===== src/rtl/mem_stage.sv =====
// Memory-access stage: forwards ALU results, runs one classic Wishbone B4 cycle per
// load/store, and lane-selects and extends load data for the register-file write port.
module mem_stage #(
    parameter int ADR_W = 64
) (
    input  logic             clk_i,
    input  logic             reset_i,
    input  logic             valid_i,
    input  logic [63:0]      addr_i,
    input  logic [63:0]      dat_i,
    input  logic [4:0]       rd_i,
    input  logic             we_i,
    input  logic             mem_i,
    input  logic             nomem_i,
    input  logic [2:0]       xrs_rwe_i,
    output logic             stall_o,
    output logic             valid_o,
    output logic [4:0]       rd_o,
    output logic [63:0]      res_o,
    output logic             rwe_o,
    output logic             misalign_o,
    output logic             bus_err_o,
    output logic             wb_cyc_o,
    output logic             wb_stb_o,
    output logic             wb_we_o,
    output logic [ADR_W-1:0] wb_adr_o,
    output logic [7:0]       wb_sel_o,
    output logic [63:0]      wb_dat_o,
    input  logic             wb_ack_i,
    input  logic             wb_err_i,
    input  logic [63:0]      wb_dat_i
);

    typedef enum logic {
        S_IDLE = 1'b0,
        S_BUS  = 1'b1
    } state_t;

    state_t state_q, state_d;

    logic             we_q, we_d;
    logic [ADR_W-1:0] adr_q, adr_d;
    logic [7:0]       sel_q, sel_d;
    logic [63:0]      wdat_q, wdat_d;
    logic [2:0]       lane_q, lane_d;
    logic [1:0]       size_q, size_d;
    logic             sign_q, sign_d;
    logic [4:0]       rd_pend_q, rd_pend_d;

    logic             valid_q, valid_d;
    logic [4:0]       rd_out_q, rd_out_d;
    logic [63:0]      res_q, res_d;
    logic             rwe_q, rwe_d;
    logic             mis_q, mis_d;
    logic             berr_q, berr_d;

    // Decode of the incoming access: size as log2(bytes), signedness, alignment.
    logic [1:0]  size_c;
    logic        sign_c;
    logic        misaligned_c;
    logic [7:0]  sel_c;
    logic [63:0] repl_c;

    always_comb begin
        size_c       = (xrs_rwe_i == 3'd7) ? 2'd3 : xrs_rwe_i[1:0];
        sign_c       = !xrs_rwe_i[2] || (xrs_rwe_i == 3'd7);
        misaligned_c = 1'b0;
        sel_c        = 8'h00;
        repl_c       = 64'd0;
        case (size_c)
            2'd0: begin
                sel_c  = 8'h01 << addr_i[2:0];
                repl_c = {8{dat_i[7:0]}};
            end
            2'd1: begin
                misaligned_c = addr_i[0];
                sel_c        = 8'h03 << addr_i[2:0];
                repl_c       = {4{dat_i[15:0]}};
            end
            2'd2: begin
                misaligned_c = |addr_i[1:0];
                sel_c        = 8'h0F << addr_i[2:0];
                repl_c       = {2{dat_i[31:0]}};
            end
            default: begin
                misaligned_c = |addr_i[2:0];
                sel_c        = 8'hFF << addr_i[2:0];
                repl_c       = dat_i;
            end
        endcase
    end

    // Load data: bring the addressed lane down to bit 0, then truncate and extend.
    logic [63:0] shifted_c;
    logic [63:0] load_val_c;

    always_comb begin
        shifted_c  = wb_dat_i >> {lane_q, 3'b000};
        load_val_c = shifted_c;
        case (size_q)
            2'd0:    load_val_c = sign_q ? {{56{shifted_c[7]}}, shifted_c[7:0]}
                                         : {56'd0, shifted_c[7:0]};
            2'd1:    load_val_c = sign_q ? {{48{shifted_c[15]}}, shifted_c[15:0]}
                                         : {48'd0, shifted_c[15:0]};
            2'd2:    load_val_c = sign_q ? {{32{shifted_c[31]}}, shifted_c[31:0]}
                                         : {32'd0, shifted_c[31:0]};
            default: load_val_c = shifted_c;
        endcase
    end

    always_ff @(posedge clk_i or negedge reset_i) begin
        if (!reset_i) begin
            state_q   <= S_IDLE;
            we_q      <= 1'b0;
            adr_q     <= '0;
            sel_q     <= 8'h00;
            wdat_q    <= 64'd0;
            lane_q    <= 3'd0;
            size_q    <= 2'd0;
            sign_q    <= 1'b0;
            rd_pend_q <= 5'd0;
            valid_q   <= 1'b0;
            rd_out_q  <= 5'd0;
            res_q     <= 64'd0;
            rwe_q     <= 1'b0;
            mis_q     <= 1'b0;
            berr_q    <= 1'b0;
        end else begin
            state_q   <= state_d;
            we_q      <= we_d;
            adr_q     <= adr_d;
            sel_q     <= sel_d;
            wdat_q    <= wdat_d;
            lane_q    <= lane_d;
            size_q    <= size_d;
            sign_q    <= sign_d;
            rd_pend_q <= rd_pend_d;
            valid_q   <= valid_d;
            rd_out_q  <= rd_out_d;
            res_q     <= res_d;
            rwe_q     <= rwe_d;
            mis_q     <= mis_d;
            berr_q    <= berr_d;
        end
    end

    always_comb begin
        state_d   = state_q;
        we_d      = we_q;
        adr_d     = adr_q;
        sel_d     = sel_q;
        wdat_d    = wdat_q;
        lane_d    = lane_q;
        size_d    = size_q;
        sign_d    = sign_q;
        rd_pend_d = rd_pend_q;
        valid_d   = 1'b0;
        rd_out_d  = rd_out_q;
        res_d     = res_q;
        rwe_d     = 1'b0;
        mis_d     = 1'b0;
        berr_d    = 1'b0;

        case (state_q)
            S_IDLE: begin
                if (valid_i) begin
                    if (we_i || mem_i) begin
                        if (misaligned_c) begin
                            valid_d  = 1'b1;
                            mis_d    = 1'b1;
                            rd_out_d = rd_i;
                            res_d    = 64'd0;
                        end else begin
                            state_d   = S_BUS;
                            we_d      = we_i;
                            adr_d     = addr_i[ADR_W-1:0];
                            sel_d     = sel_c;
                            wdat_d    = we_i ? repl_c : 64'd0;
                            lane_d    = addr_i[2:0];
                            size_d    = size_c;
                            sign_d    = sign_c;
                            rd_pend_d = rd_i;
                        end
                    end else if (nomem_i) begin
                        valid_d  = 1'b1;
                        rd_out_d = rd_i;
                        res_d    = addr_i;
                        rwe_d    = |rd_i;
                    end
                end
            end
            S_BUS: begin
                // Error termination takes precedence over a simultaneous ack.
                if (wb_ack_i || wb_err_i) begin
                    state_d  = S_IDLE;
                    valid_d  = 1'b1;
                    rd_out_d = rd_pend_q;
                    we_d     = 1'b0;
                    sel_d    = 8'h00;
                    wdat_d   = 64'd0;
                    if (wb_err_i) begin
                        berr_d = 1'b1;
                        res_d  = 64'd0;
                    end else if (we_q) begin
                        res_d = 64'd0;
                    end else begin
                        res_d = load_val_c;
                        rwe_d = |rd_pend_q;
                    end
                end
            end
            default: state_d = S_IDLE;
        endcase
    end

    assign stall_o    = (state_q == S_BUS);
    assign wb_cyc_o   = (state_q == S_BUS);
    assign wb_stb_o   = (state_q == S_BUS);
    assign wb_we_o    = we_q;
    assign wb_adr_o   = adr_q;
    assign wb_sel_o   = sel_q;
    assign wb_dat_o   = wdat_q;
    assign valid_o    = valid_q;
    assign rd_o       = rd_out_q;
    assign res_o      = res_q;
    assign rwe_o      = rwe_q;
    assign misalign_o = mis_q;
    assign bus_err_o  = berr_q;

endmodule


===== config.mk =====
export PLATFORM = sky130hd
export DESIGN_NAME = mem_stage
export DESIGN_NICKNAME = d
export VERILOG_FILES = /design/src/rtl/mem_stage.sv
export SDC_FILE = /design/constraint.sdc
export NUM_CORES = 1
export LEC_CHECK = 0
export BUFFER_PORTS_ARGS = -buffer_cell sky130_fd_sc_hd__buf_2
export CAP_MARGIN = 40
export CORE_AREA = 3 3 160 162
export CTS_CLUSTER_DIAMETER = 50
export CTS_CLUSTER_SIZE = 8
export DETAILED_ROUTE_END_ITERATION = 10
export DIE_AREA = 0 0 163 165
export GPL_ROUTABILITY_DRIVEN = 0
export PLACE_DENSITY_LB_ADDON = 0.1
export SLEW_MARGIN = 20
export SYNTH_ARGS = -nofsm -noshare
export SYNTH_HDL_FRONTEND = slang
export SYNTH_SLANG_ARGS = --single-unit

===== constraint.sdc =====
create_clock -name clk_i -period 2.46 [get_ports clk_i]
set_input_delay 0.246 -clock clk_i [delete_from_list [all_inputs] [get_ports clk_i]]
set_output_delay 0.246 -clock clk_i [all_outputs]
set_load 0.05 [all_outputs]

Yosys cells after proc, flatten, opt, wreduce, memory -nomap -nowiden
Cells that the tools add are included.
W data, S select, Z words.
{"block": "totals", "register_bits": 222, "latchBits": 0, "mem_bits_rw": 0, "romBits": 0, "inputBits": 208, "out_inout_bits": 213, "word_cells": 108, "memories": 0}
{"block": "classes", "addsub": 0, "mul": 0, "div": 0, "n_lt_le_gt_ge": 0, "n_eq_ne": 11, "n_shift": 5, "muxes": 62, "bitwise": 2, "reduce_logical": 13}
{"op": "$mux W64", "n": 15}
{"op": "$pmux W64 S3", "n": 2}
{"op": "$pmux W64 S2", "n": 2}
{"op": "$shr A64 B6 Y64", "n": 1}
{"op": "$mux W8", "n": 4}
{"op": "$mux W1", "n": 25}
{"op": "$mux W5", "n": 5}
{"op": "$pmux W8 S3", "n": 1}
{"op": "$pmux W8 S2", "n": 1}
{"op": "$reduce_and A4 Y1", "n": 3}
{"op": "$pmux W5 S2", "n": 1}
{"op": "$reduce_or A5 Y1", "n": 2}
{"op": "$pmux W1 S2", "n": 4}
{"op": "$shl A1 B3 Y8 const A", "n": 1}
{"op": "$shl A2 B3 Y8 const A", "n": 1}
{"op": "$shl A4 B3 Y8 const A", "n": 1}
{"op": "$shl A8 B3 Y8 const A", "n": 1}
{"op": "$ne A2 B2 Y1 const B", "n": 3}
{"op": "$ne A3 B3 Y1 const B", "n": 2}
{"op": "$eq A2 B1 Y1 const B", "n": 2}
{"op": "$eq A2 B2 Y1 const B", "n": 2}
{"op": "$logic_not A2 Y1", "n": 2}
{"op": "$eq A3 B3 Y1 const B", "n": 1}
{"op": "$logic_or A1 B1 Y1", "n": 3}
{"op": "other kinds (7)", "n": 8}

Logic depth before layout (Yosys ltp)
Gate-level depths: netlist (run 1).
{"block": "depth", "depth_word": 9, "mapped_depth": 10, "mapped_depth_nobuf": 8}

Worst setup path after synthesis (run 1)
OpenSTA, ideal clock, no wires.
{"block": "synth_timing", "path_kind": "register to register", "start": "register wb_adr_o[0] (netlist name)", "end": "register res_q[2] (netlist: res_o[2])", "setup_time_ps": 126, "arrival_ps": 2231, "required_ps": 2334, "slack_ps": 104, "stages_incl_launch_ff": 7, "n_path_buf": 2, "period_less_slack_ps": 2356, "path_cell_list": "dfrtp_1 -> buf_6 -> buf_2 -> mux4_2 -> mux2_2 -> a221oi_1 -> nor2_1"}
{"item": "to (signal assigned)", "line_no": "140", "source": "res_q <= res_d;"}
{"item": "to (decl)", "line_no": "52", "source": "logic [63:0] res_q, res_d;"}

==> results of run 1 <==
[Yosys cell counts (all sizes together) (10+ instances only)]
cell type | n | area, um^2
clkbuf | 54 | 204
dfrtp | 219 | 5480
mux2 | 88 | 991
nor2 | 132 | 498
nor2b | 10 | 62.6
buf | 46 | 248
mux4 | 11 | 248
nand2 | 103 | 387
mux2i | 89 | 891
a22o | 29 | 254
a211oi | 12 | 90.1
nand2b | 10 | 62.6
o22ai | 65 | 407
o21ai | 74 | 370
a21oi | 133 | 666
[per-layer routing]
metal  up-vias  GRT usage (%)
li1       5079              -
met1      5383           40.8
met2       504           47.3
met3        78           6.77
met4         4           8.73
met5         -              0
[sequential cells by signal, summed over array words and instances, names as in the netlist]
register    cells
res_o          64
wb_adr_o       64
wb_dat_o       64
wb_sel_o        8
rd_o            5
rd_pend_q       5
size_q          2
bus_err_o       1
misalign_o      1
rwe_o           1
sign_q          1
stall_o         1
valid_o         1
wb_we_o         1
[what timing repair did]
action                                  CTS  global route
hold buffers                             37             0
gates resized for setup                   0             1
endpoints found under the hold margin   109             0
endpoints found under the setup margin    0             1
setup buffers                             0             3
[area by class of cell]
cell class	count	area, um^2
diodes	8	20.0
fillers	2148	8810
repair buffers	505	2920
clock buffers	42	955
flip-flops and latches	219	5480
inverters	9	33.8
multi-input cells	831	5520
well taps	324	405
clock inverters	7	101
[power groups by stage]
stage,logic [uW],registers (uW),clock network (uW)
2_1_floorplan,2410,7780,0
3_3_place_gp,7210,4960,0
3_5_place_dp,7290,4980,0
4_1_cts,7360,4940,4660
5_1_grt,7810,5040,4830
6_report,7390,4940,4590
[path summary, 6_finish.rpt]
path,from,to,slack [ps],cells after the start
worst max-delay path,wb_adr_o[0]$_DFFE_PN0P_,res_o[31]$_DFFE_PN0P_,170,7
worst max register to register,wb_adr_o[0]$_DFFE_PN0P_,res_o[31]$_DFFE_PN0P_,170,7
max in group asynchronous,reset_i,wb_adr_o[0]$_DFFE_PN0P_,1360,3
min in group asynchronous,reset_i,wb_dat_o[59]$_DFFE_PN0P_,330,2
worst min register to register,wb_sel_o[7]$_DFFE_PN0P_,wb_sel_o[7]$_DFFE_PN0P_,470,2
worst min-delay path,addr_i[57],wb_adr_o[57]$_DFFE_PN0P_,10,2
[stage by stage]
stage,total power (uW),util (%)
final,16900,63.7
after global routing,17700,63.6
after CTS,17000,63.5
after detailed placement,12300,57.6
after global placement,12200,57.4
after floorplan,10200,-
[worst reg2reg max path, cell delays in order (launching register included)]
cell and delay [ps]:
dfrtp_2 490, buf_4 180, mux2i_1 140, a22oi_2 170, nand3_2 140, o41ai_4 710
a21oi_1 180, o22ai_1 200
[cells by family (layout without fill, tap and decap cells)]
logic type,Yosys count,in the layout,synth area share (%)
muxes,188,188,18.6
DFF,219,219,47.9
and+or+nand+nor,293,293,10.9
other,0,8,0
buffers and inverters,109,563,4.24
AOI/OAI and AO/OA,350,350,18.4
==> metrics.md, run 1 <==
| Metric | Value |
|---|---|
| Clock Power Share | 27.1% |
| Initial antenna violation count | 8 |
| Leading cell type in the layout, fill and taps excluded | buf_2 |
| First-pass GRT wire length | 62400 um |
| Combinational cell fraction of total power | 43.7% |
| Hold Crit Class | primary input to flop |
| Post-Synthesis Cells | 1159 |
| Die area | 26900 um^2 |
| Clk Latency, worst-skew pair | 510 ps |
| Num CTS Buffers | 36 |
| Critical path class | flop to flop |
| Slew headroom | 43.1% |
| Primary FF master, synth | dfrtp_1 |
| Vias | 11000 |
| Initial Utilization | 47.2% |
| Routed len/inst | 21.3 um |
| CORE AREA | 24200 um^2 |
| Setup_tns | 0 ps |
| Final setup vio count | 0 |
| Final Instance Count excl. Fillers | 1945 |
| NetSw | 7480 uW |
| Async SR Flop Fraction | 100% |
| Achievable Freq | 436 MHz |
| WL met2 | 19400 um |
| #FFs+latches synth | 219 |
| Critical Path RT | 2880 ps |
| Routed Antenna Nets | 0 |
| Placement Setup Slack | 178 ps |
| Crit-path cells | buf_4 > mux2i_1 > a22oi_2 > nand3_2 > o41ai_4 > a21oi_1 > o22ai_1 |
| Metal-1 WL | 17300 um |
| Clock skew | 17.0 ps |
| H-tree levels | 2 |
| Total congestion overflow | 0 |
| Largest net degree at the start of global routing | 81 |
| Final period utilization | 93.1% |
| Min Tclk post-route | 2290 ps |
| WHS | 11.9 ps |
| Highest metal used | met5 |
| Detailed Route WL | 41500 um |
| WP buf/inv | 1 |
| Worst-path fanout max | 16 |
| Hpwl dp | 30300 um |
| Die X | 163 um |
| WP data arrival | 2710 ps |
| Ys Warns | 0 |
| Clk sink count | 219 |
| Met3 Routed Length | 3680 um |
| Tightest Pin Transition | 851 ps |
| Layout overhead on the synthesized area | 34.8% |
| Rows | 57 |
| Gr usage total | 29.7% |
| Via/cell ratio | 5.68 |
| Nets | 1810 |
| P_int | 9450 uW |
| DR DRC count | 0 |
| Syn Nets | 1367 |
| Root Driver | clkbuf_16 |
| Finished Cell Area | 15400 um^2 |
| DRT Pass-1 Iters | 5 |
| Share of cells above drive strength 1 | 39.1% |
| # placed instances | 1848 |
| Sw Ratio | 44.2% |
| PD cells | 1100 nW/um^2 |
| Count of buffers from port buffering | 420 |
| Crit. End Element | flop |
| Leakage power | 0.00757 uW |
| Post-synthesis cell type count | 49 |
| Cell Area, Synth | 11400 um^2 |
| Startpoint types | flop |
| IO Pins | 421 |
| Setup slack after layout | 169 ps |
| Post-synth EDFFs | 0 |
| Peak supply drop | 0.000747 V |
| Fin. Hold Viols | 0 |
| CTS Buffer Depth | 3 |
| Sequential share of the synthesized area | 47.9% |
| Slew Limit Fails | 0 |
| # Max-Cap Violations | 0 |
| Status | complete, no violations |
| Number of global-route vias before repair | 10800 |
| Mapped Avg Cell Area | 9.88 um^2 |
| Initial DRC count | 794 |
| Worst path max stage delay | 710 ps |
| Seq pwr share | 29.2% |
| Die Span Y | 165 um |
| Placed inst area | 14000 um^2 |
| Commonest non-fill, non-tap cells in the layout | 419 x buf_2, 216 x dfrtp_1, 133 x a21oi_1 |
| Critical path's top delay family | compound AO/OA/AOI/OAI gates |
| Worst-path clk slew | 50 ps |
| Worst path slowest cell | o41ai_4 |
| CTS tree | built |
Power figures use the tool's default switching activity.
==> run 2: changes to the inputs <==
- ABC_AREA: unset -> 0
- CORE_AREA: 3 3 160 162 -> unset
- CORE_ASPECT_RATIO: unset -> 0.75
- CORE_MARGIN: unset -> 3
- CORE_UTILIZATION: unset -> 50
- DIE_AREA: 0 0 163 165 -> unset
- HOLD_SLACK_MARGIN: unset -> 0.06
==> metrics.md, run 2 (same netlist as run 1, synthesis figures left out) <==
| Metric | Value |
|---|---|
| Status | complete, no violations |
| Worst-path fanout max | 18 (+2) |
| Clk sink count | 219 (unchanged) |
| Crit-path cells | dlygate4sd3_1 > buf_2 > a21oi_1 > o21a_2 > nor2_1 > nor2_4 > inv_2 > buf_4 > nor2_1 > o22ai_1 |
| Die X | 181 um (+11%) |
| Crit path launch | addr_i[0] |
| Tightest Pin Transition | 740 ps (-111 ps) |
| RSZ-0062 raised after global routing | no |
| Combinational cell fraction of total power | 46.5% (+2.8 points) |
| Clock skew | 10.4 ps (-6.66 ps) |
| DRT Pass-1 Iters | 5 (unchanged) |
| NetSw | 7300 uW (-2.3%) |
| Routed len/inst | 21.6 um (+1.3%) |
| Initial antenna violation count | 9 (+1) |
| Crit. End Element | flop |
| IO Pins | 421 (unchanged) |
| Die Span Y | 137 um (-17%) |
| Leakage power | 0.00776 uW (+2.4%) |
| Min-Delay Startpoint | dat_i[20] |
| First-pass GRT wire length | 64600 um (+3.6%) |
| Rows | 47 (-18%) |
| CTS Buffer Depth | 3 (unchanged) |
| Final period utilization | 96.1% (+3.0 points) |
| Peak supply drop | 0.000868 V (+16%) |
| Layout overhead on the synthesized area | 38.7% |
| Hold Crit Class | primary input to flop |
| Number of global-route vias before repair | 11200 (+4.1%) |
| Most used cell, CP | nor2_1 |
| WHS Path Cells | 3 (+1) |
| Commonest non-fill, non-tap cells in the layout | 419 x buf_2, 216 x dfrtp_1, 133 x a21oi_1 |
| Largest net degree at the start of global routing | 77 (-4.9%) |
| Finished Cell Area | 15900 um^2 (+2.9%) |
| # Max-Cap Violations | 0 (unchanged) |
| Initial Utilization | 51.4% (+4.2 points) |
| Total congestion overflow | 0 (unchanged) |
| Final setup vio count | 0 (unchanged) |
| Detailed Route WL | 42600 um (+2.8%) |
| Slew headroom | 50.7% (+7.6 points) |
| Root Driver | clkbuf_16 |
| Hpwl dp | 30300 um (-0.20%) |
| P_int | 8800 uW (-6.9%) |
| Worst path slowest cell | dlygate4sd3_1 |
| Achievable Freq | 423 MHz (-3.1%) |
| WL met2 | 18900 um (-2.3%) |
| Metal-1 WL | 18300 um (+5.7%) |
| Num CTS Buffers | 31 (-14%) |
| H-tree levels | 1 (-1) |
| Critical Path RT | 2890 ps (about the same) |
| CORE AREA | 22300 um^2 (-8.1%) |
| Startpoint types | primary input |
| Routed Antenna Nets | 0 (unchanged) |
| Worst path max stage delay | 560 ps (-150 ps) |
| Met3 Routed Length | 4010 um (+9.0%) |
| Setup_tns | 0 ps (unchanged) |
| Highest metal used | met5 |
| Clock Power Share | 22.7% (-4.4 points) |
| Share of cells above drive strength 1 | 37.0% (-2.1 points) |
| Sw Ratio | 45.4% (+1.2 points) |
| Placed inst area | 14000 um^2 (about the same) |
| Nets | 1877 (+3.7%) |
| Critical path class | primary input to flop |
| Min Tclk post-route | 2360 ps (+73.9 ps) |
| Slew Limit Fails | 0 (unchanged) |
| Vias | 11600 (+4.8%) |
| Seq pwr share | 30.9% (+1.7 points) |
| Clk Latency, worst-skew pair | 530 ps (+20 ps) |
| Die area | 24800 um^2 (-7.9%) |
| Worst-path clk slew | 50 ps (about the same) |
| DR DRC count | 0 (unchanged) |
| R2R depth | 5 (-2) |
| WP data arrival | 2790 ps (+80 ps) |
| Gr usage total | 32.8% (+3.1 points) |
| Leading cell type in the layout, fill and taps excluded | buf_2 |
| PD cells | 1010 nW/um^2 (-7.5%) |
| Fin. Hold Viols | 0 (unchanged) |
| Via/cell ratio | 5.86 (+3.2%) |
| Reg2reg start | wb_adr_o[0]$_DFFE_PN0P_ |
| CTS tree | built |
| Count of buffers from port buffering | 420 (unchanged) |
| Initial DRC count | 883 (+11%) |
run 2: cell types whose count changed in the layout (fill, tap and decap cells not counted), sizes merged, moves of 2 or more:
cell,change
dlygate4sd3,+71
clkbuf,-8
bufinv,-2
clkinvlp,-2
inv,-2
run 2: cell type report:
cell class	instances	area [um^2]
Antenna cell	9	22.5
Clock buffer	34	787
Clock inverter	1	5.00
Fill cell	1730	6410
Inverter	9	33.8
Multi-Input combinational cell	832	5530
Sequential cell	219	5480
Tap cell	294	368
Timing Repair Buffer	576	3650
run 2: worst paths after layout:
check	end	slack (ps)
setup / recovery	res_o[25]$_DFFE_PN0P_	100
min in group asynchronous	wb_dat_o[59]$_DFFE_PN0P_	260
hold reg to reg	wb_sel_o[4]$_DFFE_PN0P_	470
hold / removal	wb_dat_o[20]$_DFFE_PN0P_	80
max in group asynchronous	wb_dat_o[34]$_DFFE_PN0P_	1440
setup reg to reg	res_o[2]$_DFFE_PN0P_	160
run 2: through the flow:
stage	hold slack (ps)	util (%)	std cells	worst slack [ps]	total power, uW
2_1_floorplan	-49.6	-	1159	104	10200
3_3_place_gp	254	62.7	1821	150	12200
3_5_place_dp	261	62.7	1821	87.1	12200
4_1_cts	63.2	71.1	1964	76.6	16100
5_1_grt	71.1	71.2	1973	7.80	16800
6_report	76.3	71.3	1974	95.2	16100
run 2: critical path, delay by kind of cell:
kind                   cells  cell delay, ps
and+or+nand+nor            3             680
buffers and inverters      4            1340
AOI/OAI and AO/OA          3             510
run 2: power by group through the flow:
stage / combinational, uW / clock [uW] / sequential, uW
after floorplan: 2410 / 0 / 7780
after global placement: 7190 / 0 / 4960
after detailed placement: 7260 / 0 / 4990
after CTS: 7410 / 3710 / 4950
after global routing: 7880 / 3870 / 5070
final: 7480 / 3650 / 4970
run 2: per-layer routing:
layer | GRT usage [%] | up-vias
met3 | 7.23 | 103
met4 | 10.2 | 2
met2 | 49.7 | 627
met1 | 47.4 | 5640
met5 | 0 | -
li1 | - | 5202
run 2: timing repair:
action	CTS	global route
setup buffers	0	0
setup endpoints to repair	0	29
hold buffers	108	0
endpoints found under the hold margin	221	0
gates resized for setup	0	1
==> run 3: changes to the inputs <==
- CELL_PAD_IN_SITES_DETAIL_PLACEMENT: unset -> 0
- CELL_PAD_IN_SITES_GLOBAL_PLACEMENT: unset -> 2
- CORE_UTILIZATION: 50 -> 30
- HOLD_SLACK_MARGIN: 0.06 -> unset
==> metrics.md, run 3 (same netlist as run 1, synthesis figures left out) <==
| Metric | Value |
|---|---|
| Leakage power | 0.00772 uW (-0.53%) |
| CTS tree | built |
| Count of buffers from port buffering | 420 (unchanged) |
| Hold Crit Class | primary input to flop |
| Min-Delay Startpoint | addr_i[31] |
| Achievable Freq | 454 MHz (+7.3%) |
| Peak supply drop | 0.000628 V (-28%) |
| Startpoint types | flop |
| Reg2reg start | wb_adr_o[0]$_DFFE_PN0P_ |
| First-pass GRT wire length | 73000 um (+13%) |
| Reg-to-reg slack, setup | 260 ps (+100 ps) |
| Routed len/inst | 22.9 um (+6.0%) |
| Total congestion overflow | 0 (unchanged) |
| Finished Cell Area | 16000 um^2 (+0.63%) |
| Hold-fix buffers, CTS | 63 (-42%) |
| CTS Buffer Depth | 3 (unchanged) |
| Clk Latency, worst-skew pair | 530 ps (about the same) |
| Worst-path fanout max | 12 (-6) |
| Num CTS Buffers | 36 (+16%) |
| Die X | 232 um (+28%) |
| Number of global-route vias before repair | 11000 (-1.7%) |
| Leading cell type in the layout, fill and taps excluded | buf_2 |
| Die area | 40600 um^2 (+64%) |
| Final setup vio count | 0 (unchanged) |
| H-tree levels | 2 (+1) |
| Clk sink count | 219 (unchanged) |
| Root Driver | clkbuf_16 |
| Postcts setup bufs | 0 (unchanged) |
| Critical path's top delay family | flip-flops |
| WP buf/inv | 1 (-3) |
| Worst Hold End | wb_adr_o[31]$_DFFE_PN0P_ |
| Worst path slowest cell | dfrtp_4 |
| Critical path class | flop to flop |
| Tightest Pin Transition | 832 ps (+92.0 ps) |
| Commonest non-fill, non-tap cells in the layout | 419 x buf_2, 216 x dfrtp_1, 133 x a21oi_1 |
| Crit-path cells | buf_4 > mux2i_1 > nand3_1 > and3_1 > o21ai_0 > a21oi_1 |
| PD cells | 1080 nW/um^2 (+6.8%) |
| WHS Path Cells | 2 (-1) |
| Layout overhead on the synthesized area | 39.6% |
| Detailed Route WL | 49100 um (+15%) |
| Min Tclk post-route | 2200 ps (-161 ps) |
| Initial DRC count | 793 (-10%) |
| R2R depth | 6 (+1) |
| Status | complete, no violations |
| Vias | 10900 (-6.2%) |
| # Max-Cap Violations | 0 (unchanged) |
| DRT Pass-1 Iters | 8 (+3) |
| Via/cell ratio | 5.06 (-14%) |
| Routed Antenna Nets | 0 (unchanged) |
| Share of cells above drive strength 1 | 38.5% (+1.4 points) |
| Crit. End Element | flop |
| DR DRC count | 0 (unchanged) |
| Slew Limit Fails | 0 (unchanged) |
| Nets | 1835 (-2.2%) |
| Setup_tns | 0 ps (unchanged) |
| Initial Utilization | 30.7% (-21 points) |
| # placed instances | 2030 (+11%) |
| IO Pins | 421 (unchanged) |
| WP data arrival | 2580 ps (-210 ps) |
| Fin. Hold Viols | 0 (unchanged) |
| Overall Power | 17300 uW (+7.5%) |
| CORE AREA | 37300 um^2 (+67%) |
| Gr usage total | 23.7% (-9.1 points) |
| Worst path max stage delay | 510 ps (-50 ps) |
| Clock skew | 20.6 ps (+10.3 ps) |
| Slew headroom | 44.5% (-6.1 points) |
| Rows | 61 (+30%) |
| Largest net degree at the start of global routing | 77 (unchanged) |
| Hpwl dp | 36200 um (+19%) |
| Final period utilization | 89.6% (-6.6 points) |
| RSZ-0062 raised after global routing | no |
| Placed inst area | 14300 um^2 (+2.0%) |
| Initial antenna violation count | 6 (-3) |
| Die Span Y | 175 um (+28%) |
| Final Instance Count excl. Fillers | 2144 (+8.6%) |
| Critical Path RT | 2830 ps (-60 ps) |
| Worst-path clk slew | 50 ps (about the same) |
| Post_cts resized | 0 (unchanged) |
| Capture point of the worst reg-to-reg path | res_o[15]$_DFFE_PN0P_ |
| Crit path launch | wb_adr_o[0]$_DFFE_PN0P_ |
run 3: where the power goes:
| part | switching [uW] | total [uW] | leakage [uW] | internal (uW) |
|---|---|---|---|---|
| sequential | 481 | 4930 | 0.00270 | 4450 |
| clock | 1730 | 4740 | 0.000532 | 3010 |
| combinational | 5500 | 7630 | 0.00449 | 2130 |
| total | 7710 | 17300 | 0.00772 | 9590 |
run 3: cell type report:
cell class / count / area (um^2)
Antenna cell: 3 / 7.51
Clock buffer: 42 / 986
Clock inverter: 6 / 98.8
Fill cell: 3735 / 21300
Inverter: 9 / 33.8
Multi-Input combinational cell: 831 / 5520
Sequential cell: 219 / 5490
Tap cell: 504 / 631
Timing Repair Buffer: 530 / 3220
run 3: metal layers:
layer	vias up	wire length, um	global-route usage (%)
met5	-	36	0
met4	6	1180	6.06
met1	5354	24000	35.5
met3	68	2960	4.94
met2	310	20900	34.6
li1	5115	-	-
run 3: worst max path at each step:
| stage | to | slack [ps] | depth (start not counted) |
|---|---|---|---|
| floorplan | res_o[2]$_DFFE_PN0P_ | 100 | 6 |
| global placement | res_o[20]$_DFFE_PN0P_ | 250 | 6 |
| detailed placement | res_o[15]$_DFFE_PN0P_ | 290 | 6 |
| CTS | res_o[15]$_DFFE_PN0P_ | 270 | 6 |
| global route | res_o[20]$_DFFE_PN0P_ | 120 | 8 |
| finish | res_o[15]$_DFFE_PN0P_ | 260 | 6 |
run 3: through the flow:
step / worst slack, ps / utilization (%) / hold slack [ps]
after global placement: 249 / 38.2 / 202
after floorplan: 104 / - / -49.6
after detailed placement: 291 / 38.2 / 196
after CTS: 270 / 42.8 / 1.28
final: 256 / 42.8 / 22.0
after global routing: 124 / 42.8 / 7.27
